$ cat src/rtl/mem_access_unit_if.sv
// rtl/mem_access_unit_if.sv - pipeline request/response and memory-controller bus
interface mem_access_unit_if;
    logic        req_valid;
    logic        req_we;
    logic [31:0] req_addr;
    logic [31:0] req_wd;
    logic        req_ready;
    logic        stall;
    logic        resp_valid;
    logic [31:0] resp_rd;
    logic        resp_fault;
    logic        mem_we;
    logic [31:0] mem_address;
    logic [31:0] mem_wd;
    logic [31:0] mem_rd;

    modport master (
        output req_valid, req_we, req_addr, req_wd, mem_rd,
        input  req_ready, stall, resp_valid, resp_rd, resp_fault,
        input  mem_we, mem_address, mem_wd
    );

    modport slave (
        input  req_valid, req_we, req_addr, req_wd, mem_rd,
        output req_ready, stall, resp_valid, resp_rd, resp_fault,
        output mem_we, mem_address, mem_wd
    );
endinterface

$ cat src/rtl/mem_access_unit.sv
// rtl/mem_access_unit.sv - region-checked load/store sequencer between pipeline and memory controller
module mem_access_unit #(
    parameter int READ_LATENCY = 1,
    parameter int ROM_BASE     = 400,
    parameter int RAM_BASE     = 8500,
    parameter int SENO_BASE    = 138100,
    parameter int SENO_END     = 138400
) (
    input logic             clk,
    input logic             rst,
    mem_access_unit_if.slave bus
);
    typedef enum logic [1:0] {IDLE, ISSUE, WAIT, RESP} state_t;

    localparam logic [31:0] ROM_LO   = 32'(ROM_BASE);
    localparam logic [31:0] RAM_LO   = 32'(RAM_BASE);
    localparam logic [31:0] SENO_LO  = 32'(SENO_BASE);
    localparam logic [31:0] SENO_HI  = 32'(SENO_END);
    localparam logic [2:0]  LAST_CNT = 3'(READ_LATENCY - 1);

    state_t      state, next_state;
    logic [2:0]  cnt;
    logic        we_q;
    logic        fault_q;
    logic [31:0] rd_q;
    logic [31:0] address_q;
    logic [31:0] wd_q;
    logic        legal;
    logic        accept;
    logic        ready;
    logic        mem_we_c;
    logic        resp_c;

    // Loads may touch ROM, RAM and the sine table; stores only RAM.
    assign legal = bus.req_we ? (bus.req_addr >= RAM_LO && bus.req_addr < SENO_LO)
                              : (bus.req_addr >= ROM_LO && bus.req_addr < SENO_HI);
    assign accept = (state == IDLE) && bus.req_valid;

    always_ff @(posedge clk or negedge rst) begin
        if (!rst) state <= IDLE;
        else      state <= next_state;
    end

    always_comb begin
        next_state = state;
        ready      = 1'b0;
        mem_we_c   = 1'b0;
        resp_c     = 1'b0;
        case (state)
            IDLE: begin
                ready = rst;
                if (bus.req_valid) next_state = legal ? ISSUE : RESP;
            end
            ISSUE: begin
                mem_we_c   = we_q;
                next_state = we_q ? RESP : WAIT;
            end
            WAIT: begin
                if (cnt == LAST_CNT) next_state = RESP;
            end
            RESP: begin
                resp_c     = 1'b1;
                next_state = IDLE;
            end
            default: next_state = IDLE;
        endcase
    end

    always_ff @(posedge clk or negedge rst) begin
        if (!rst) begin
            cnt       <= 3'd0;
            we_q      <= 1'b0;
            fault_q   <= 1'b0;
            rd_q      <= 32'd0;
            address_q <= 32'd0;
            wd_q      <= 32'd0;
        end else begin
            cnt <= (state == WAIT) ? cnt + 3'd1 : 3'd0;
            if (accept) begin
                we_q    <= bus.req_we;
                fault_q <= ~legal;
                rd_q    <= 32'd0;
                // Rejected requests never reach the controller, so the bus keeps the last issued values.
                if (legal) begin
                    address_q <= bus.req_addr;
                    wd_q      <= bus.req_wd;
                end
            end
            if (state == WAIT && cnt == LAST_CNT) rd_q <= bus.mem_rd;
        end
    end

    assign bus.req_ready   = ready;
    assign bus.stall       = bus.req_valid & ~ready;
    assign bus.mem_we      = mem_we_c;
    assign bus.mem_address = address_q;
    assign bus.mem_wd      = wd_q;
    assign bus.resp_valid  = resp_c;
    assign bus.resp_rd     = resp_c ? rd_q : 32'd0;
    assign bus.resp_fault  = resp_c & fault_q;
endmodule
$ cat src/flat_wrapper.sv
// flat-port wrapper written by rule: the top's interface ports become plain ports
module mem_access_unit_flat 
#(
    parameter int READ_LATENCY = 1,
    parameter int ROM_BASE     = 400,
    parameter int RAM_BASE     = 8500,
    parameter int SENO_BASE    = 138100,
    parameter int SENO_END     = 138400
)
  (clk, rst, bus_req_valid, bus_req_we, bus_req_addr, bus_req_wd, bus_mem_rd, bus_req_ready, bus_stall, bus_resp_valid, bus_resp_rd, bus_resp_fault, bus_mem_we, bus_mem_address, bus_mem_wd);
  mem_access_unit_if bus_i ();
  input logic clk;
  input logic rst;
  input wire logic [$bits(bus_i.req_valid)-1:0] bus_req_valid;
  input wire logic [$bits(bus_i.req_we)-1:0] bus_req_we;
  input wire logic [$bits(bus_i.req_addr)-1:0] bus_req_addr;
  input wire logic [$bits(bus_i.req_wd)-1:0] bus_req_wd;
  input wire logic [$bits(bus_i.mem_rd)-1:0] bus_mem_rd;
  output wire logic [$bits(bus_i.req_ready)-1:0] bus_req_ready;
  output wire logic [$bits(bus_i.stall)-1:0] bus_stall;
  output wire logic [$bits(bus_i.resp_valid)-1:0] bus_resp_valid;
  output wire logic [$bits(bus_i.resp_rd)-1:0] bus_resp_rd;
  output wire logic [$bits(bus_i.resp_fault)-1:0] bus_resp_fault;
  output wire logic [$bits(bus_i.mem_we)-1:0] bus_mem_we;
  output wire logic [$bits(bus_i.mem_address)-1:0] bus_mem_address;
  output wire logic [$bits(bus_i.mem_wd)-1:0] bus_mem_wd;
  assign bus_i.req_valid = bus_req_valid;
  assign bus_i.req_we = bus_req_we;
  assign bus_i.req_addr = bus_req_addr;
  assign bus_i.req_wd = bus_req_wd;
  assign bus_i.mem_rd = bus_mem_rd;
  assign bus_req_ready = bus_i.req_ready;
  assign bus_stall = bus_i.stall;
  assign bus_resp_valid = bus_i.resp_valid;
  assign bus_resp_rd = bus_i.resp_rd;
  assign bus_resp_fault = bus_i.resp_fault;
  assign bus_mem_we = bus_i.mem_we;
  assign bus_mem_address = bus_i.mem_address;
  assign bus_mem_wd = bus_i.mem_wd;
  mem_access_unit #(.READ_LATENCY(READ_LATENCY), .ROM_BASE(ROM_BASE), .RAM_BASE(RAM_BASE), .SENO_BASE(SENO_BASE), .SENO_END(SENO_END)) u_core (.clk(clk), .rst(rst), .bus(bus_i));
endmodule
$ cat config.mk
export PLATFORM = sky130hd
export DESIGN_NAME = mem_access_unit_flat
export DESIGN_NICKNAME = d
export VERILOG_FILES = /design/src/rtl/mem_access_unit_if.sv /design/src/rtl/mem_access_unit.sv /design/src/flat_wrapper.sv
export SDC_FILE = /design/constraint.sdc
export NUM_CORES = 1
export LEC_CHECK = 0
export BUFFER_PORTS_ARGS = -buffer_cell sky130_fd_sc_hd__buf_2
export CAP_MARGIN = 20
export CORE_AREA = 2 2 127 80
export CTS_BUF_LIST = sky130_fd_sc_hd__clkbuf_8
export DETAILED_ROUTE_END_ITERATION = 10
export DIE_AREA = 0 0 129 82
export GPL_TIMING_DRIVEN = 0
export PLACE_DENSITY = 0.82
export SYNTH_ARGS = -nofsm -noshare
export SYNTH_HDL_FRONTEND = slang
export SYNTH_SLANG_ARGS = --single-unit
$ cat constraint.sdc
create_clock -name clk -period 4.02 [get_ports clk]
set_clock_uncertainty 0.2 [all_clocks]
set_input_delay 0.804 -clock clk [delete_from_list [all_inputs] [get_ports clk]]
set_output_delay 0.804 -clock clk [all_outputs]
set_load 0.05 [all_outputs]
=== Yosys cells after proc, flatten, opt, wreduce, memory -nomap -nowiden ===
Cells that the tools add are included.

* Add/subtract/negate cells: 1
* Multiplexer cells: 13
* Bitwise logic cells: 4
* Reductions and logical operators: 9
* Magnitude comparators: 4
* Eq/ne operators: 5

{| class="wikitable"
|+ Operator list
! operator !! number
|-
| 2-to-1 mux 32 bit || 3
|-
| < comparator 32 x 18 -> 1 bit (second input constant) || 2
|-
| greater-or-equal comparator 32 x 14 -> 1 bit (second input constant) || 1
|-
| greater-or-equal comparator 32 x 9 -> 1 bit (second input constant) || 1
|-
| one-hot mux 2 bit (4 select lines) || 1
|-
| 2-to-1 mux 2 bit || 3
|-
| 2-to-1 mux 1 bit || 5
|-
| == test 2 bit (second input constant) || 2
|-
| logical AND 1 bit || 4
|-
| AND reduction 2 bit || 2
|-
| adder 3 x 1 -> 3 bit (second input constant) || 1
|-
| logical NOT 3 bit || 1
|-
| 2-to-1 mux 3 bit || 1
|-
| AND 1 bit || 2
|-
| == test 2 x 1 -> 1 bit (second input constant) || 1
|-
| logical NOT 2 bit || 1
|-
| != test 2 x 1 -> 1 bit (second input constant) || 1
|-
| != test 2 bit (second input constant) || 1
|-
| NOT 1 bit || 2
|-
| nonzero test 2 bit || 1
|}

* Input port bits: 100
* Word-level logic and storage cells: 43
* Flip-flop bits (word level): 103
* Output and inout port bits: 101

=== Logic depth before layout (Yosys ltp) ===
Gate-level depths: netlist (run 1).

* Depth after elaboration: 6
* Depth in mapped cells: 8
* Depth with buffers taken out: 6

=== Least setup slack after synthesis (run 1) ===
OpenSTA, ideal clock, no wires.

* Path type: input-to-output
* From: input rst
* To: output bus_stall
* Required time: 3,016 ps
* Stages: 2
* Buffers on the path: 0
* Setup slack: 1,118 ps
* Data arrival time: 1,898 ps
* Path through: and2_1 -> nor2b_1

* Cells in the longest elaborated chain, start to end: 3

{| class="wikitable"
|+ RTL lines
! what !! RTL line !! text
|-
| from (decl) || flat_wrapper.sv:13 || <nowiki>input logic rst;</nowiki>
|-
| 2-to-1 mux 1 bit || mem_access_unit.sv:49 || <nowiki>case (state)</nowiki>
|-
| NOT 1 bit || mem_access_unit.sv:94 || <nowiki>assign bus.stall = bus.req_valid & ~ready;</nowiki>
|-
| AND 1 bit || mem_access_unit.sv:94 ||
|-
| to (decl) || flat_wrapper.sv:20 || <nowiki>output wire logic [$bits(bus_i.stall)-1:0] bus_stall;</nowiki>
|}

No other way between the ends.

=== Final worst setup path (run 1) ===
* From: input rst
* To: output bus_req_ready

* Cells in the longest elaborated chain, start to end: 1

{| class="wikitable"
|+ RTL lines
! what !! RTL line !! text
|-
| 2-to-1 mux 1 bit || mem_access_unit.sv:49 ||
|-
| to (decl) || flat_wrapper.sv:19 || <nowiki>output wire logic [$bits(bus_i.req_ready)-1:0] bus_req_ready;</nowiki>
|}

No other way between the ends.

==> out/metrics.yaml, run 1 <==
cells_and_area:
  drive_gt1_share_pct: 47.5
  fin_nets: 704
  most-common-layout-cells: "201 x buf_2, 103 x dfrtp_1, 68 x nand2_1"
  stdcell_count: 737
  n_antenna_cell: 0
  final_common_cell: "buf_2"
  area_growth_pct: 30.2
  fin_area_um2: 5950
critical_path:
  crit_slowest_cell: "buf_16"
  cp_cell_sequence: "buf_4 -> buf_16 -> and2_1 -> buf_2"
  cp-startpoint: "rst"
  rr_worst_depth: 7
  slowest_delay_ps: 360
  start_kind: "primary input"
  worstPathMaxFanout: 77
  cp_top_family: "buffers and inverters"
  ff2ff_setup_slack_ps: 1430
  critical_path_required_ps: 3020
  worstSetupEndpointType: "output port"
  crit_type: "primary input to output port"
  r2r-start: "u_core.state[0]"
  cp.arrival_ps: 2030
  cp_num_buf_inv: 3
  r2r-end: "u_core.bus.mem_wd[28]"
die:
  start_util_pct: 48.1
  fp-row-count: 28
  ios: 201
  dieArea_um2: 10600
  die_y_um: 82
  dieWidth_um: 129
  core_um2: 9490
job:
  max_cap_viol_count: 0
clock_tree:
  clk_latency_ps: 360
  cts-resized-gates: 0
  cts_tree: "built"
  cts-root-buf: "clkbuf_8"
  cts_max_path_buffers: 2
  cts_made_buffers: 9
  ctsHoldBuffers: 0
  ctsHtreeMaxLevel: 3
  post-cts-setup-buffers: 0
  cts_num_sinks: 103
  clk_pin_slew_ps: 100
detailed_routing:
  num_vias: 3607
  drc: 0
  vias_per_cell: 4.89
  first_iter_violations: 160
  routedWlPerCell_um: 14.8
  ant_nets: 0
  firstDrtPassIters: 6
  wirelength_um: 10900
logic_synthesis:
  synthesis.nets: 492
  syn_inst: 385
  synth_seq_area_share_pct: 56.4
  synth_area_per_cell_um2: 11.9
  syn_area_um2: 4570
  synth_seq_cells: 103
  ys_warn_count: 0
  ys_types: 35
timing:
  final_max_slew_viol_count: 0
  rsz0062_at_grt: "false"
  slew-limit-headroom_pct: 67.6
  finalSetupTns_ps: 0
  finalHoldViolCount: 0
  setup_viol_count_final: 0
  tightestPinTransition_ps: 482
  fin_crit_ps: 3030
  hold_ws_ps: 150
  period_share_pct: 75.4
  fmax_ghz: 0.330
global_route:
  antenna_found_initial: 0
  grt_pass1_wl_um: 17200
  grt_pass1_vias: 3529
  grt_start_max_net_pins: 78
  overflow: 0
  grt_util_all_layers_pct: 21.2
pwr:
  finalPower_w: 0.00313
  peakVddDrop_v: 0.000291
  leakage_nw: 3.38
  powerDensity_nw_per_um2: 526
place:
  placed_cell_area_um2: 5770
  place_inst: 721
  io_buffers: 200
  hpwl_um: 8340
  place.gp.congestion: 0.814
worst_hold_path:
  hold_class: "primary input to async pin"
status:
  status: "finished, final reports clean"
[power breakdown]
group	internal [W]	leakage (nW)	total [W]	switching (W)
combinational	0.000358	1.91	0.00123	0.000874
clock	0.000233	0.0896	0.000612	0.000378
sequential	0.00120	1.39	0.00128	0.0000821
[stage by stage]
stage | setup WS [ps] | util (%)
floorplan | 1120 | -
global placement | -88.1 | 60.4
detailed placement | 714 | 60.8
CTS | 925 | 62.7
global route | 837 | 62.7
finish | 990 | 62.7
[layout make-up]
class	instances	area, um^2
clock buffer	9	124
tap	135	169
inverter	5	18.8
buffer	20	115
timing repair buffer	201	1030
fill	774	3550
clock inverter	7	56.3
multi-input combinational	257	1860
sequential	103	2580
[kinds of logic (layout without fill, tap and decap cells)]
| family | Yosys count | in the layout | synth area share, % |
|---|---|---|---|
| buffers and inverters | 25 | 242 | 2.93 |
| multiplexers | 51 | 51 | 15.4 |
| AND/OR/NAND/NOR | 185 | 185 | 21.1 |
| flip-flops | 103 | 103 | 56.4 |
| XOR/XNOR | 1 | 1 | 0.192 |
| AO/OA/AOI/OAI | 13 | 13 | 2.03 |
| adder cells (fa/ha/maj) | 7 | 7 | 1.92 |
[routing by layer]
metal	global-route usage [%]	vias to the layer above	routed length, um
li1	-	1706	-
met1	28.7	1765	4980
met2	33.2	127	5160
met3	6.38	9	708
met4	6.20	0	73
met5	0	-	0
[synth_stat cells, drive strengths merged]
cell type	n	area, um^2
a22oi	1	7.51
o21ai	3	15.0
nand2b	2	12.5
a21oi	4	23.8
o311a	1	10.0
nor2b	17	106
and2	36	225
ha	7	87.6
o22ai	1	12.5
clkbuf	13	48.8
or4	2	18.8
nand3	35	180
mux2	51	706
buf	7	66.3
nand4	4	25.0
a31oi	1	6.26
nor2	10	37.5
nor4	4	46.3
or4b	1	10.0
xnor2	1	8.76
o311ai	1	8.76
or2	3	18.8
nand2	68	255
a31o	1	8.76
nor3	3	26.3
inv	5	18.8
dfrtp	103	2580
[flip-flops by register name, summed over array words and instances, names as in the netlist]
signal	flops
u_core.we_q	1
u_core.fault_q	1
u_core.bus.mem_wd	32
u_core.state	2
u_core.cnt	3
u_core.bus.mem_address	32
u_core.rd_q	32
[how the worst max path moves through the flow]
stage / to / slack (ps) / depth (start not counted)
2_1_floorplan: bus_stall / 1120 / 2
3_3_place_gp: bus_req_ready / -90 / 3
3_5_place_dp: u_core.bus.mem_wd[16] / 710 / 8
4_1_cts: bus_req_ready / 920 / 4
5_1_grt: bus_req_ready / 840 / 4
6_report: bus_req_ready / 990 / 4
Power figures use the tool's default switching activity.
==> run 2, diff against run 1 <==
- CORE_AREA: 2 2 127 80 -> 2 2 135 84
- DIE_AREA: 0 0 129 82 -> 0 0 137 86
- PLACE_DENSITY: 0.82 -> 0.77
- clock period: 4.02 -> 2.55 ns (I/O delays scaled with it)
==> out/metrics.yaml, run 2 (synthesis gave the netlist of run 1 again) <==
status:
  status: "finished, final reports clean"
global_route:
  use_met3_pct: 5.08
  antenna_found_initial: 0
  grt-busiest-layer: "met2"
  grt_util_all_layers_pct: 19.9
  overflow: 0
  use_met1_pct: 27.6
  grtUsageMet2_pct: 31.6
  grt_start_max_net_pins: 53
  grt_pass1_wl_um: 18200
  grt_pass1_vias: 3646
place:
  post-place-ws_ps: -500
  hpwl_um: 8580
  place_inst: 725
  io_buffers: 200
  place.gp.congestion: 0.861
critical_path:
  worstPathMaxFanout: 10
  cp.arrival_ps: 2520
  cp_cell_sequence: "buf_2 -> or4_4 -> nor3_4 -> buf_4 -> nand4_1 -> o22ai_2 -> nor4_4 -> buf_6 -> buf_12 -> mux2_4"
  worstSetupEndpointType: "flip-flop"
  start_kind: "primary input"
  crit_type: "primary input to flip-flop"
  crit_slowest_cell: "or4_4"
  critical_path_required_ps: 2600
  slowest_delay_ps: 570
pwr:
  seq_power_share_pct: 40.6
  leakage_nw: 3.47
  combPwrFrac_pct: 39.7
  p_int_w: 0.00286
  p_clk_share_pct: 19.7
  powerDensity_nw_per_um2: 814
  swShare_pct: 42.6
  peakVddDrop_v: 0.000528
  power_switching_w: 0.00213
timing:
  slew-limit-headroom_pct: 69.0
  finalSetupTns_ps: 0
  setup_ws_ps: 78.2
  final_max_slew_viol_count: 0
  setup_viol_count_final: 0
  finalHoldViolCount: 0
  tightestPinTransition_ps: 465
  fmax_ghz: 0.405
  fin_crit_ps: 2470
  period_share_pct: 96.9
detailed_routing:
  first_iter_violations: 166
  drc: 0
  routedWlPerCell_um: 15.4
  firstDrtPassIters: 4
  num_vias: 3556
  vias_per_cell: 4.76
  wirelength_um: 11500
  ant_nets: 0
cells_and_area:
  final_common_cell: "buf_2"
  drive_gt1_share_pct: 49.0
  stdcell_count: 747
  most-common-layout-cells: "201 x buf_2, 103 x dfrtp_1, 67 x nand2_1"
  area_growth_pct: 34.1
  final_core_util_pct: 58.6
  n_antenna_cell: 0
  fin_nets: 710
  nFillCells: 875
clock_tree:
  clk_latency_ps: 360
  cts_max_path_buffers: 2
  cts-root-buf: "clkbuf_8"
  ctsHtreeMaxLevel: 3
  clk_pin_slew_ps: 100
  cts_num_sinks: 103
  cts_tree: "built"
  cts_made_buffers: 9
job:
  max_cap_viol_count: 0
worst_hold_path:
  hold_class: "primary input to async pin"
die:
  dieArea_um2: 11800
  ios: 201
  die_y_um: 86
  start_util_pct: 43.7
  dieWidth_um: 137
  core_um2: 10500
  fp-row-count: 29
[run 2: power by group through the flow]
stage | Clock [W] | Combinational [W] | Sequential (W)
global route | 0.00109 | 0.00218 | 0.00206
floorplan | 0 | 0.00143 | 0.00201
global placement | 0 | 0.00189 | 0.00203
finish | 0.000983 | 0.00198 | 0.00202
CTS | 0.00103 | 0.00198 | 0.00202
detailed placement | 0 | 0.00195 | 0.00205
[run 2: final timing paths]
kind / start / endpoint / slack [ps] / cells past startpoint
max in group asynchronous: rst / u_core.bus.mem_address[1] / 1890 / 3
worst max register to register: u_core.state[0] / u_core.bus.mem_address[11] / 210 / 7
worst min-delay path: rst / u_core.rd_q[10] / 6 / 3
worst min register to register: u_core.cnt[0] / u_core.cnt[0] / 270 / 1
min in group clk: bus_mem_rd[24] / u_core.rd_q[24] / 120 / 3
worst max-delay path: bus_req_addr[18] / u_core.bus.mem_address[11] / 80 / 10
[run 2: what timing repair did]
item	4_1_cts	5_1_grt
resized for setup	7	9
hold buffers	3	0
setup endpoints to repair	76	77
pin swaps	0	1
endpoints found under the hold margin	52	0
setup buffers	1	2
[run 2: routing by layer]
metal / routed length [um] / up-vias
met4: 98 / 0
met5: 0 / -
li1: - / 1717
met3: 689 / 9
met1: 5350 / 1708
met2: 5390 / 122
[run 2: layout make-up]
class	instances	area, um^2	area share, %
Multi-Input combinational cell	257	1880	30.7
Tap cell	139	174	2.84
Clock buffer	9	124	2.02
Timing Repair Buffer	207	1140	18.6
Clock inverter	7	63.8	1.04
Sequential cell	103	2580	42.1
Buffer	20	149	2.43
Inverter	5	18.8	0.306
[run 2: worst max-delay path: cells and delay by family]
kind,cells,cell delay [ps]
multiplexers,1,300
AO/OA/AOI/OAI,1,240
AND/OR/NAND/NOR,4,920
buffers and inverters,4,550
[run 2: through the flow]
step                instance area [um^2]  hold slack (ps)  total power [W]
CTS                                 6070             1.47          0.00503
global route                        6130             3.11          0.00533
finish                              6130             5.54          0.00499
detailed placement                  5770              262          0.00400
global placement                    5740              242          0.00392
floorplan                           4570             14.4          0.00344
==> run 3, diff against run 2 <==
- RECOVER_POWER: default -> 100
==> out/metrics.yaml, run 3 (synthesis gave the netlist of run 1 again) <==
status:
  status: "finished, final reports clean"
cells_and_area:
  multi_input_area_um2: 1880
  most-common-layout-cells: "103 x buf_2, 103 x dfrtp_1, 75 x clkbuf_1"
  nFillCells: 926
  register_area_um2: 2580
  fin_area_um2: 5960
  n_antenna_cell: 0
  fin_nets: 710
  drive_gt1_share_pct: 38.0
  area_growth_pct: 30.5
detailed_routing:
  routedWlPerCell_um: 15.4
  first_iter_violations: 156
  firstDrtPassIters: 4
  wirelength_um: 11500
  drc: 0
  vias_per_cell: 4.79
  ant_nets: 0
  num_vias: 3577
worst_hold_path:
  min_from: "bus_mem_rd[21]"
  hold_class: "primary input to flip-flop"
  hold_end: "u_core.rd_q[21]"
  min_path_cells: 3
clock_tree:
  cts_tree: "built"
  ctsHtreeMaxLevel: 3
  clk_latency_ps: 360
  clk_pin_slew_ps: 110
  cts_made_buffers: 9
  cts_num_sinks: 103
  cts-root-buf: "clkbuf_8"
  cts_max_path_buffers: 2
global_route:
  grt_pass1_vias: 3646
  antenna_found_initial: 0
  overflow: 0
  grt_start_max_net_pins: 53
  grt_pass1_wl_um: 18200
  grt_util_all_layers_pct: 19.9
timing:
  final_max_slew_viol_count: 0
  tightestPinTransition_ps: 1310
  period_share_pct: 97.1
  fin_crit_ps: 2480
  slew-limit-headroom_pct: 12.9
  finalHoldViolCount: 0
  fmax_ghz: 0.404
  setup_viol_count_final: 0
  setup_ws_ps: 74.5
job:
  max_cap_viol_count: 0
pwr:
  leakage_nw: 3.12
  powerDensity_nw_per_um2: 834
  peakVddDrop_v: 0.000522
critical_path:
  rr_worst_depth: 7
  crit_type: "primary input to flip-flop"
  worstPathMaxFanout: 10
  critical_path_required_ps: 2600
  r2r-end: "u_core.bus.mem_address[11]"
  cp.arrival_ps: 2530
  ff2ff_setup_slack_ps: 190
  cp_cell_sequence: "buf_2 -> or4_4 -> nor3_4 -> buf_4 -> nand4_1 -> o22ai_2 -> nor4_4 -> buf_6 -> buf_12 -> mux2_4"
  worstSetupEndpointType: "flip-flop"
  r2r-start: "u_core.state[0]"
  start_kind: "primary input"
  slowest_delay_ps: 570
  crit_slowest_cell: "or4_4"
place:
  place.gp.congestion: 0.861
  placed_cell_area_um2: 5770
  hpwl_um: 8580
  io_buffers: 200
  post-place-ws_ps: -500
die:
  fp-row-count: 29
  ios: 201
  start_util_pct: 43.7
  core_um2: 10500
  dieArea_um2: 11800
  dieWidth_um: 137
  die_y_um: 86
run 3: cell count changes in the layout (fill, tap and decap cells not counted), sizes merged:
cell	before	now
buf	214	110
clkbuf	22	124
clkdlybuf4s25	0	2
run 3: power breakdown:
part	leakage (nW)	internal, W	switching, W
registers	1.39	0.00189	0.000132
logic	1.63	0.000568	0.00139
clock network	0.101	0.000380	0.000603
total	3.12	0.00284	0.00213
run 3: timing repair:
item / CTS / global route
gates resized for setup: 7 / 9
endpoints found under the setup margin: 76 / 77
pin swaps: 0 / 1
cloned: 0 / 0
hold endpoints to repair: 52 / 0
setup buffers: 1 / 2
hold buffers: 3 / 0
run 3: worst max-delay path: cells and delay by family:
| kind | cells | cell delay (ps) |
|---|---|---|
| buffers and inverters | 4 | 560 |
| muxes | 1 | 300 |
| and+or+nand+nor | 4 | 920 |
| AOI/OAI and AO/OA | 1 | 240 |
run 3: area by class of cell:
cell class                      count  area share [%]
Buffer                             20            2.50
Inverter                            5           0.315
Sequential cell                   103            43.2
Clock inverter                      7            1.07
Clock buffer                        9            2.08
Multi-Input combinational cell    257            31.6
Tap cell                          139            2.92
Timing Repair Buffer              207            16.3
run 3: how the worst max path moves through the flow:
| stage | from | end | slack [ps] |
|---|---|---|---|
| floorplan | bus_req_addr[18] | u_core.bus.mem_address[0] | 20 |
| global placement | rst | bus_req_ready | -1000 |
| detailed placement | bus_req_addr[18] | u_core.bus.mem_address[8] | -500 |
| CTS | bus_req_addr[18] | u_core.bus.mem_address[15] | 6 |
| global route | u_core.state[1] | bus_resp_rd[3] | -10 |
| finish | bus_req_addr[18] | u_core.bus.mem_wd[28] | 70 |
run 3: per-layer routing:
metal	global-route usage [%]	wire length (um)	vias to the layer above
li1	-	-	1717
met1	27.6	5250	1733
met2	31.6	5450	118
met3	5.08	677	9
met4	4.97	98	0
met5	0	0	-
run 3: through the flow:
stage / hold slack, ps / util, % / setup TNS [ps] / total power (W) / cells
2_1_floorplan: 14.4 / - / 0 / 0.00344 / 385
3_3_place_gp: 242 / 55.0 / -60230 / 0.00392 / 724
3_5_place_dp: 262 / 55.2 / -28030 / 0.00400 / 725
4_1_cts: 1.47 / 58.1 / 0 / 0.00503 / 745
5_1_grt: 109 / 57.0 / -16.2 / 0.00532 / 747
6_report: 126 / 57.0 / 0 / 0.00497 / 747
